### config.mk
export PLATFORM = sky130hd
export DESIGN_NAME = hazard_ctrl_flat
export DESIGN_NICKNAME = d
export VERILOG_FILES = /design/src/rtl/hazard_if.sv /design/src/rtl/hazard_ctrl.sv /design/src/flat_wrapper.sv
export SDC_FILE = /design/constraint.sdc
export NUM_CORES = 1
export LEC_CHECK = 0
export CAP_MARGIN = 5
export CELL_PAD_IN_SITES_DETAIL_PLACEMENT = 2
export CELL_PAD_IN_SITES_GLOBAL_PLACEMENT = 2
export CORE_MARGIN = 1.5
export CORE_UTILIZATION = 16
export DETAILED_ROUTE_END_ITERATION = 10
export GPL_TIMING_DRIVEN = 0
export MAX_ROUTING_LAYER = met4
export PLACE_DENSITY_LB_ADDON = 0.1
export SYNTH_ARGS = -nofsm -noshare
export SYNTH_HDL_FRONTEND = slang
export SYNTH_SLANG_ARGS = --single-unit
### constraint.sdc
create_clock -name clk -period 1.7 [get_ports clk]
set_input_delay 0.34 -clock clk [delete_from_list [all_inputs] [get_ports clk]]
set_output_delay 0.34 -clock clk [all_outputs]
set_load 0.02 [all_outputs]
### src/rtl/hazard_if.sv
// hazard_if: pipeline-to-hazard-unit signal bundle (register ids, hazard inputs, stall/flush/forward outputs)
interface hazard_if #(parameter int REG_ADDR_W = 5);
    logic [REG_ADDR_W-1:0] rs1_d, rs2_d, rs1_e, rs2_e, rd_e, rd_m, rd_w;
    logic                  reg_write_m, reg_write_w, load_e, load_m, pc_src_e;
    logic [1:0]            forward_a_e, forward_b_e;
    logic                  stall_f, stall_d, stall_e, stall_m;
    logic                  flush_d, flush_e, flush_w, mem_busy;
    modport master (
        output rs1_d, rs2_d, rs1_e, rs2_e, rd_e, rd_m, rd_w,
        output reg_write_m, reg_write_w, load_e, load_m, pc_src_e,
        input  forward_a_e, forward_b_e, stall_f, stall_d, stall_e, stall_m,
        input  flush_d, flush_e, flush_w, mem_busy
    );
    modport slave (
        input  rs1_d, rs2_d, rs1_e, rs2_e, rd_e, rd_m, rd_w,
        input  reg_write_m, reg_write_w, load_e, load_m, pc_src_e,
        output forward_a_e, forward_b_e, stall_f, stall_d, stall_e, stall_m,
        output flush_d, flush_e, flush_w, mem_busy
    );
endinterface

### src/rtl/hazard_ctrl.sv
// hazard_ctrl: operand forwarding, load-use stall, branch flush and data-memory wait sequencing
module hazard_ctrl #(
    parameter int REG_ADDR_W      = 5,
    parameter int MEM_WAIT_CYCLES = 2
) (
    input logic     clk,
    input logic     reset_n,
    hazard_if.slave hz
);
    localparam int CW = MEM_WAIT_CYCLES > 0 ? $clog2(MEM_WAIT_CYCLES + 1) : 1;
    localparam logic [CW-1:0] CNT_INIT = CW'(MEM_WAIT_CYCLES > 0 ? MEM_WAIT_CYCLES - 1 : 0);
    localparam logic [1:0] RUN = 2'd0, WAIT = 2'd1, RELEASE = 2'd2;
    localparam logic [REG_ADDR_W-1:0] X0 = '0;

    logic [1:0]    state, state_nx;
    logic [CW-1:0] cnt, cnt_nx;
    logic          trig, mem_stall, lw_stall;

    assign trig     = reset_n && hz.load_m && (MEM_WAIT_CYCLES > 0);
    assign lw_stall = hz.load_e && hz.rd_e != X0 && (hz.rd_e == hz.rs1_d || hz.rd_e == hz.rs2_d);

    // forwarding selects: M stage result wins over W stage result, x0 never forwarded
    always_comb begin
        hz.forward_a_e = (hz.reg_write_m && hz.rd_m == hz.rs1_e && hz.rs1_e != X0) ? 2'b10 :
                         (hz.reg_write_w && hz.rd_w == hz.rs1_e && hz.rs1_e != X0) ? 2'b01 : 2'b00;
        hz.forward_b_e = (hz.reg_write_m && hz.rd_m == hz.rs2_e && hz.rs2_e != X0) ? 2'b10 :
                         (hz.reg_write_w && hz.rd_w == hz.rs2_e && hz.rs2_e != X0) ? 2'b01 : 2'b00;
    end

    // memory wait sequencing: stall on trigger and through WAIT, RELEASE lets the load leave M
    always_comb begin
        state_nx  = RUN;
        cnt_nx    = cnt;
        mem_stall = 1'b0;
        if (state == RUN && trig) begin
            mem_stall = 1'b1;
            cnt_nx    = CNT_INIT;
            state_nx  = (MEM_WAIT_CYCLES > 1) ? WAIT : RELEASE;
        end else if (state == WAIT) begin
            mem_stall = reset_n;
            cnt_nx    = cnt - CW'(1);
            state_nx  = (cnt == CW'(1)) ? RELEASE : WAIT;
        end
    end

    // state register, cleared asynchronously so a reset abandons any pending wait
    always_ff @(posedge clk or negedge reset_n) begin
        if (!reset_n) begin
            state <= RUN;
            cnt   <= '0;
        end else begin
            state <= state_nx;
            cnt   <= cnt_nx;
        end
    end

    assign hz.stall_f  = lw_stall | mem_stall;
    assign hz.stall_d  = lw_stall | mem_stall;
    assign hz.stall_e  = mem_stall;
    assign hz.stall_m  = mem_stall;
    assign hz.flush_w  = mem_stall;
    assign hz.flush_d  = hz.pc_src_e & ~mem_stall;
    assign hz.flush_e  = (lw_stall | hz.pc_src_e) & ~mem_stall;
    assign hz.mem_busy = mem_stall;
endmodule
### src/flat_wrapper.sv
// flat-port wrapper written by rule: the top's interface ports become plain ports
module hazard_ctrl_flat 
#(
    parameter int REG_ADDR_W      = 5,
    parameter int MEM_WAIT_CYCLES = 2
)
  (clk, reset_n, hz_rs1_d, hz_rs2_d, hz_rs1_e, hz_rs2_e, hz_rd_e, hz_rd_m, hz_rd_w, hz_reg_write_m, hz_reg_write_w, hz_load_e, hz_load_m, hz_pc_src_e, hz_forward_a_e, hz_forward_b_e, hz_stall_f, hz_stall_d, hz_stall_e, hz_stall_m, hz_flush_d, hz_flush_e, hz_flush_w, hz_mem_busy);
  hazard_if #(.REG_ADDR_W(REG_ADDR_W)) hz_i ();
  input logic clk;
  input logic reset_n;
  input wire logic [$bits(hz_i.rs1_d)-1:0] hz_rs1_d;
  input wire logic [$bits(hz_i.rs2_d)-1:0] hz_rs2_d;
  input wire logic [$bits(hz_i.rs1_e)-1:0] hz_rs1_e;
  input wire logic [$bits(hz_i.rs2_e)-1:0] hz_rs2_e;
  input wire logic [$bits(hz_i.rd_e)-1:0] hz_rd_e;
  input wire logic [$bits(hz_i.rd_m)-1:0] hz_rd_m;
  input wire logic [$bits(hz_i.rd_w)-1:0] hz_rd_w;
  input wire logic [$bits(hz_i.reg_write_m)-1:0] hz_reg_write_m;
  input wire logic [$bits(hz_i.reg_write_w)-1:0] hz_reg_write_w;
  input wire logic [$bits(hz_i.load_e)-1:0] hz_load_e;
  input wire logic [$bits(hz_i.load_m)-1:0] hz_load_m;
  input wire logic [$bits(hz_i.pc_src_e)-1:0] hz_pc_src_e;
  output wire logic [$bits(hz_i.forward_a_e)-1:0] hz_forward_a_e;
  output wire logic [$bits(hz_i.forward_b_e)-1:0] hz_forward_b_e;
  output wire logic [$bits(hz_i.stall_f)-1:0] hz_stall_f;
  output wire logic [$bits(hz_i.stall_d)-1:0] hz_stall_d;
  output wire logic [$bits(hz_i.stall_e)-1:0] hz_stall_e;
  output wire logic [$bits(hz_i.stall_m)-1:0] hz_stall_m;
  output wire logic [$bits(hz_i.flush_d)-1:0] hz_flush_d;
  output wire logic [$bits(hz_i.flush_e)-1:0] hz_flush_e;
  output wire logic [$bits(hz_i.flush_w)-1:0] hz_flush_w;
  output wire logic [$bits(hz_i.mem_busy)-1:0] hz_mem_busy;
  assign hz_i.rs1_d = hz_rs1_d;
  assign hz_i.rs2_d = hz_rs2_d;
  assign hz_i.rs1_e = hz_rs1_e;
  assign hz_i.rs2_e = hz_rs2_e;
  assign hz_i.rd_e = hz_rd_e;
  assign hz_i.rd_m = hz_rd_m;
  assign hz_i.rd_w = hz_rd_w;
  assign hz_i.reg_write_m = hz_reg_write_m;
  assign hz_i.reg_write_w = hz_reg_write_w;
  assign hz_i.load_e = hz_load_e;
  assign hz_i.load_m = hz_load_m;
  assign hz_i.pc_src_e = hz_pc_src_e;
  assign hz_forward_a_e = hz_i.forward_a_e;
  assign hz_forward_b_e = hz_i.forward_b_e;
  assign hz_stall_f = hz_i.stall_f;
  assign hz_stall_d = hz_i.stall_d;
  assign hz_stall_e = hz_i.stall_e;
  assign hz_stall_m = hz_i.stall_m;
  assign hz_flush_d = hz_i.flush_d;
  assign hz_flush_e = hz_i.flush_e;
  assign hz_flush_w = hz_i.flush_w;
  assign hz_mem_busy = hz_i.mem_busy;
  hazard_ctrl #(.REG_ADDR_W(REG_ADDR_W), .MEM_WAIT_CYCLES(MEM_WAIT_CYCLES)) u_core (.clk(clk), .reset_n(reset_n), .hz(hz_i));
endmodule
==> flow_metrics.tcl <==
set metrics [dict create \
    outcome "complete, but fails checks" \
    failed_checks "setup timing" \
    ctsHoldBuffers 0 \
    path_clk_slew_ns 0.03 \
    wl_mm 2.91 \
    ys_types 22 \
    yosysTopAreaCell "xnor2_1" \
    synth_top_family_by_area "XOR/XNOR gates" \
    numCtsBuffers 3 \
    p_per_area_nw_per_um2 676 \
    final-setup-viol-count 6 \
    max_cap_violations 0 \
    num_antenna_cells 0 \
    slew_viol_final 0 \
    cp-start-kind "primary input" \
    fin_nets 199 \
    cts_tree "built" \
    pin_count 54 \
    period_minus_slack_ns 2.00 \
    synth-main-ff-cell "dfrtp_1" \
    fin_crit_sh_pct 117 \
    relSlewSlack_pct 80.8 \
    detail_route.iter0.violations 27 \
    core_area_um2 4000 \
    fmax_mhz 501 \
    post-place-ws_ns -1.10 \
    port_buffers 53 \
    gp_congestion 0.683 \
    routed-via-count 848 \
    ys_top_cells_by_area "xnor2_1 21%, xor2_1 18%, dfrtp_1 15%" \
    end_kind "output pin" \
    slowest_stage "or4_4" \
    layout_common_cells "25 x buf_4, 13 x buf_6, 11 x buf_2" \
    synth-async-reset-ratio_pct 100 \
    initial_utilization_pct 16.7 \
    dp_cells 182 \
    n_fill_cell 438 \
    antenna_found_initial 0 \
    drt_pass1_iterations 3 \
    grt_pass1_wl_mm 4.33 \
    synth_fa_ha_area_share_pct 1.88 \
    final_common_cell "buf_4" \
    syn_inst 79 \
    dieHeight_um 67.6 \
    muxShareOfSynthArea_pct 1.69 \
    die_w_um 67.6 \
    ant_nets 0 \
    ys_seq_area_share_pct 15.0 \
    min_path_type "primary input to asynchronous set/reset pin" \
    grtUsageTotal_pct 13.0 \
    drive_gt1_share_pct 58.4 \
    total_power_mw 1.07 \
    avgRoutedWirePerCell_um 14.3 \
    htreeDepth 1 \
    rows 23 \
    path_cells "buf_8 > or4_4 > nor2_4 > nor4_4 > buf_4 > nor4_4 > buf_4" \
    crit_fanout 2 \
    power.leakage_nw 0.686 \
    syn_nets 122 \
    dieArea_um2 4560 \
    via_per_inst 4.16 \
    hold_viol_final 0 \
    root_buffer "clkbuf_8" \
    fin_ws_ns -0.296 \
    grt_start_max_net_pins 8 \
    worst_pin_slew_ns 0.288 \
    rsz0062_at_grt "true" \
    synth_top_area_share_pct 21.0 \
    clock_path_buffers 2 \
    post-dp-hpwl_mm 2.22 \
    synth_edf_count 0 \
    ir_drop_v 0.000467 \
    synthSimpleGateAreaFrac_pct 28.1 \
    insertion_delay_ns 0.22 \
    grt.overflow.total 0 \
    synth-compound-area-share_pct 7.13 \
    max_stage_delay_ns 0.54 \
    ys_ff_latch 4 \
    area_growth_pct 138 \
    yosys_warnings 0 \
    drc 0 \
    syn_area_per_cell_um2 8.44 \
    synth_area_um2 667 \
    critPathArrivalTime_ns 1.66 \
    cts.sinks 4 \
    yosys.area_share.xor_xnor_pct 39.4 \
    cp.required_ns 1.36 \
    clock_skew_ns 0.000416 \
    grt_pass1_vias 913 \
    layout.cells.non_filler 204 \
    crit_type "primary input to output pin" \
]
## sequential cells by signal, indices dropped and copies added, names as in the netlist
signal and flops:
u_core.cnt 2, u_core.state 2
## synth_stat cells (2+ instances only)
| cell | count |
|---|---|
| nor3_1 | 2 |
| buf_4 | 4 |
| nor2_4 | 2 |
| nand4_1 | 4 |
| o21ai_0 | 3 |
| a21oi_1 | 2 |
| xor2_1 | 14 |
| inv_1 | 4 |
| nor4_2 | 4 |
| or4_4 | 2 |
| dfrtp_1 | 4 |
| nand2_1 | 5 |
| xnor2_1 | 16 |
| nor2_1 | 5 |
## power breakdown
part           switching [mW]  total, mW  internal (mW)
combinational           0.330      0.709          0.379
sequential             0.0272      0.165          0.138
clock                  0.0479      0.199          0.151
## final cells by class
cell class | instances | area, um^2 | area share (%)
timing repair buffer | 73 | 647 | 40.8
buffer | 3 | 22.5 | 1.42
inverter | 4 | 20.0 | 1.26
multi-input combinational | 67 | 693 | 43.7
sequential | 4 | 100 | 6.31
clock buffer | 3 | 41.3 | 2.60
tap | 50 | 62.6 | 3.94
## layer usage
metal	track usage (%)	part of all wire (%)
met5	-	0
met3	2.67	6.0
met2	23.2	57
met1	14.8	36
met4	3.06	0.65
## stage by stage
| stage | util, % | setup TNS [ns] | hold slack (ns) | area, um^2 |
|---|---|---|---|---|
| after global placement | 31.9 | -10.12 | 0.464 | 1280 |
| final | 39.7 | -0.804 | 0.0424 | 1590 |
| after global routing | 39.7 | -1.10 | 0.0434 | 1590 |
| after detailed placement | 31.9 | -10.49 | 0.476 | 1280 |
| after floorplan | - | -0.367 | 0.0444 | 684 |
| after CTS | 36.6 | -0.967 | 0.0436 | 1460 |
## final timing paths
check                      slack [ns]          start           endpoint  depth (start not counted)
max                             -0.30    hz_rs1_e[0]  hz_forward_a_e[0]                          7
min                              0.04        reset_n    u_core.state[0]                          1
max reg2reg                      0.69  u_core.cnt[0]    u_core.state[0]                          3
min reg2reg                      0.48  u_core.cnt[0]      u_core.cnt[0]                          1
max in group asynchronous        1.50        reset_n      u_core.cnt[1]                          1
min in group clk                 0.48  u_core.cnt[0]      u_core.cnt[0]                          1
## critical path, delay by kind of cell
| kind | cells | cell delay (ns) |
|---|---|---|
| buffers and inverters | 3 | 0.40 |
| AND/OR/NAND/NOR | 4 | 0.91 |
## kinds of logic (layout without fill, tap and decap cells)
logic type	count (synthesis)	after routing
buffers and inverters	8	83
xor gates and xnor gates	30	30
DFF	4	4
muxes	1	1
adders and majority gates	1	1
AOI/OAI and AO/OA	8	8
and+or+nand+nor	27	27
## repair_timing
item                                   4_1_cts  5_1_grt
pin swaps                                   31       18
gates resized for setup                    200       26
setup buffers                               11        9
endpoints found under the hold margin        0        0
gates cloned                                 0        0
setup endpoints to repair                   12        9
No activity file was read; power rests on OpenSTA's default activity.
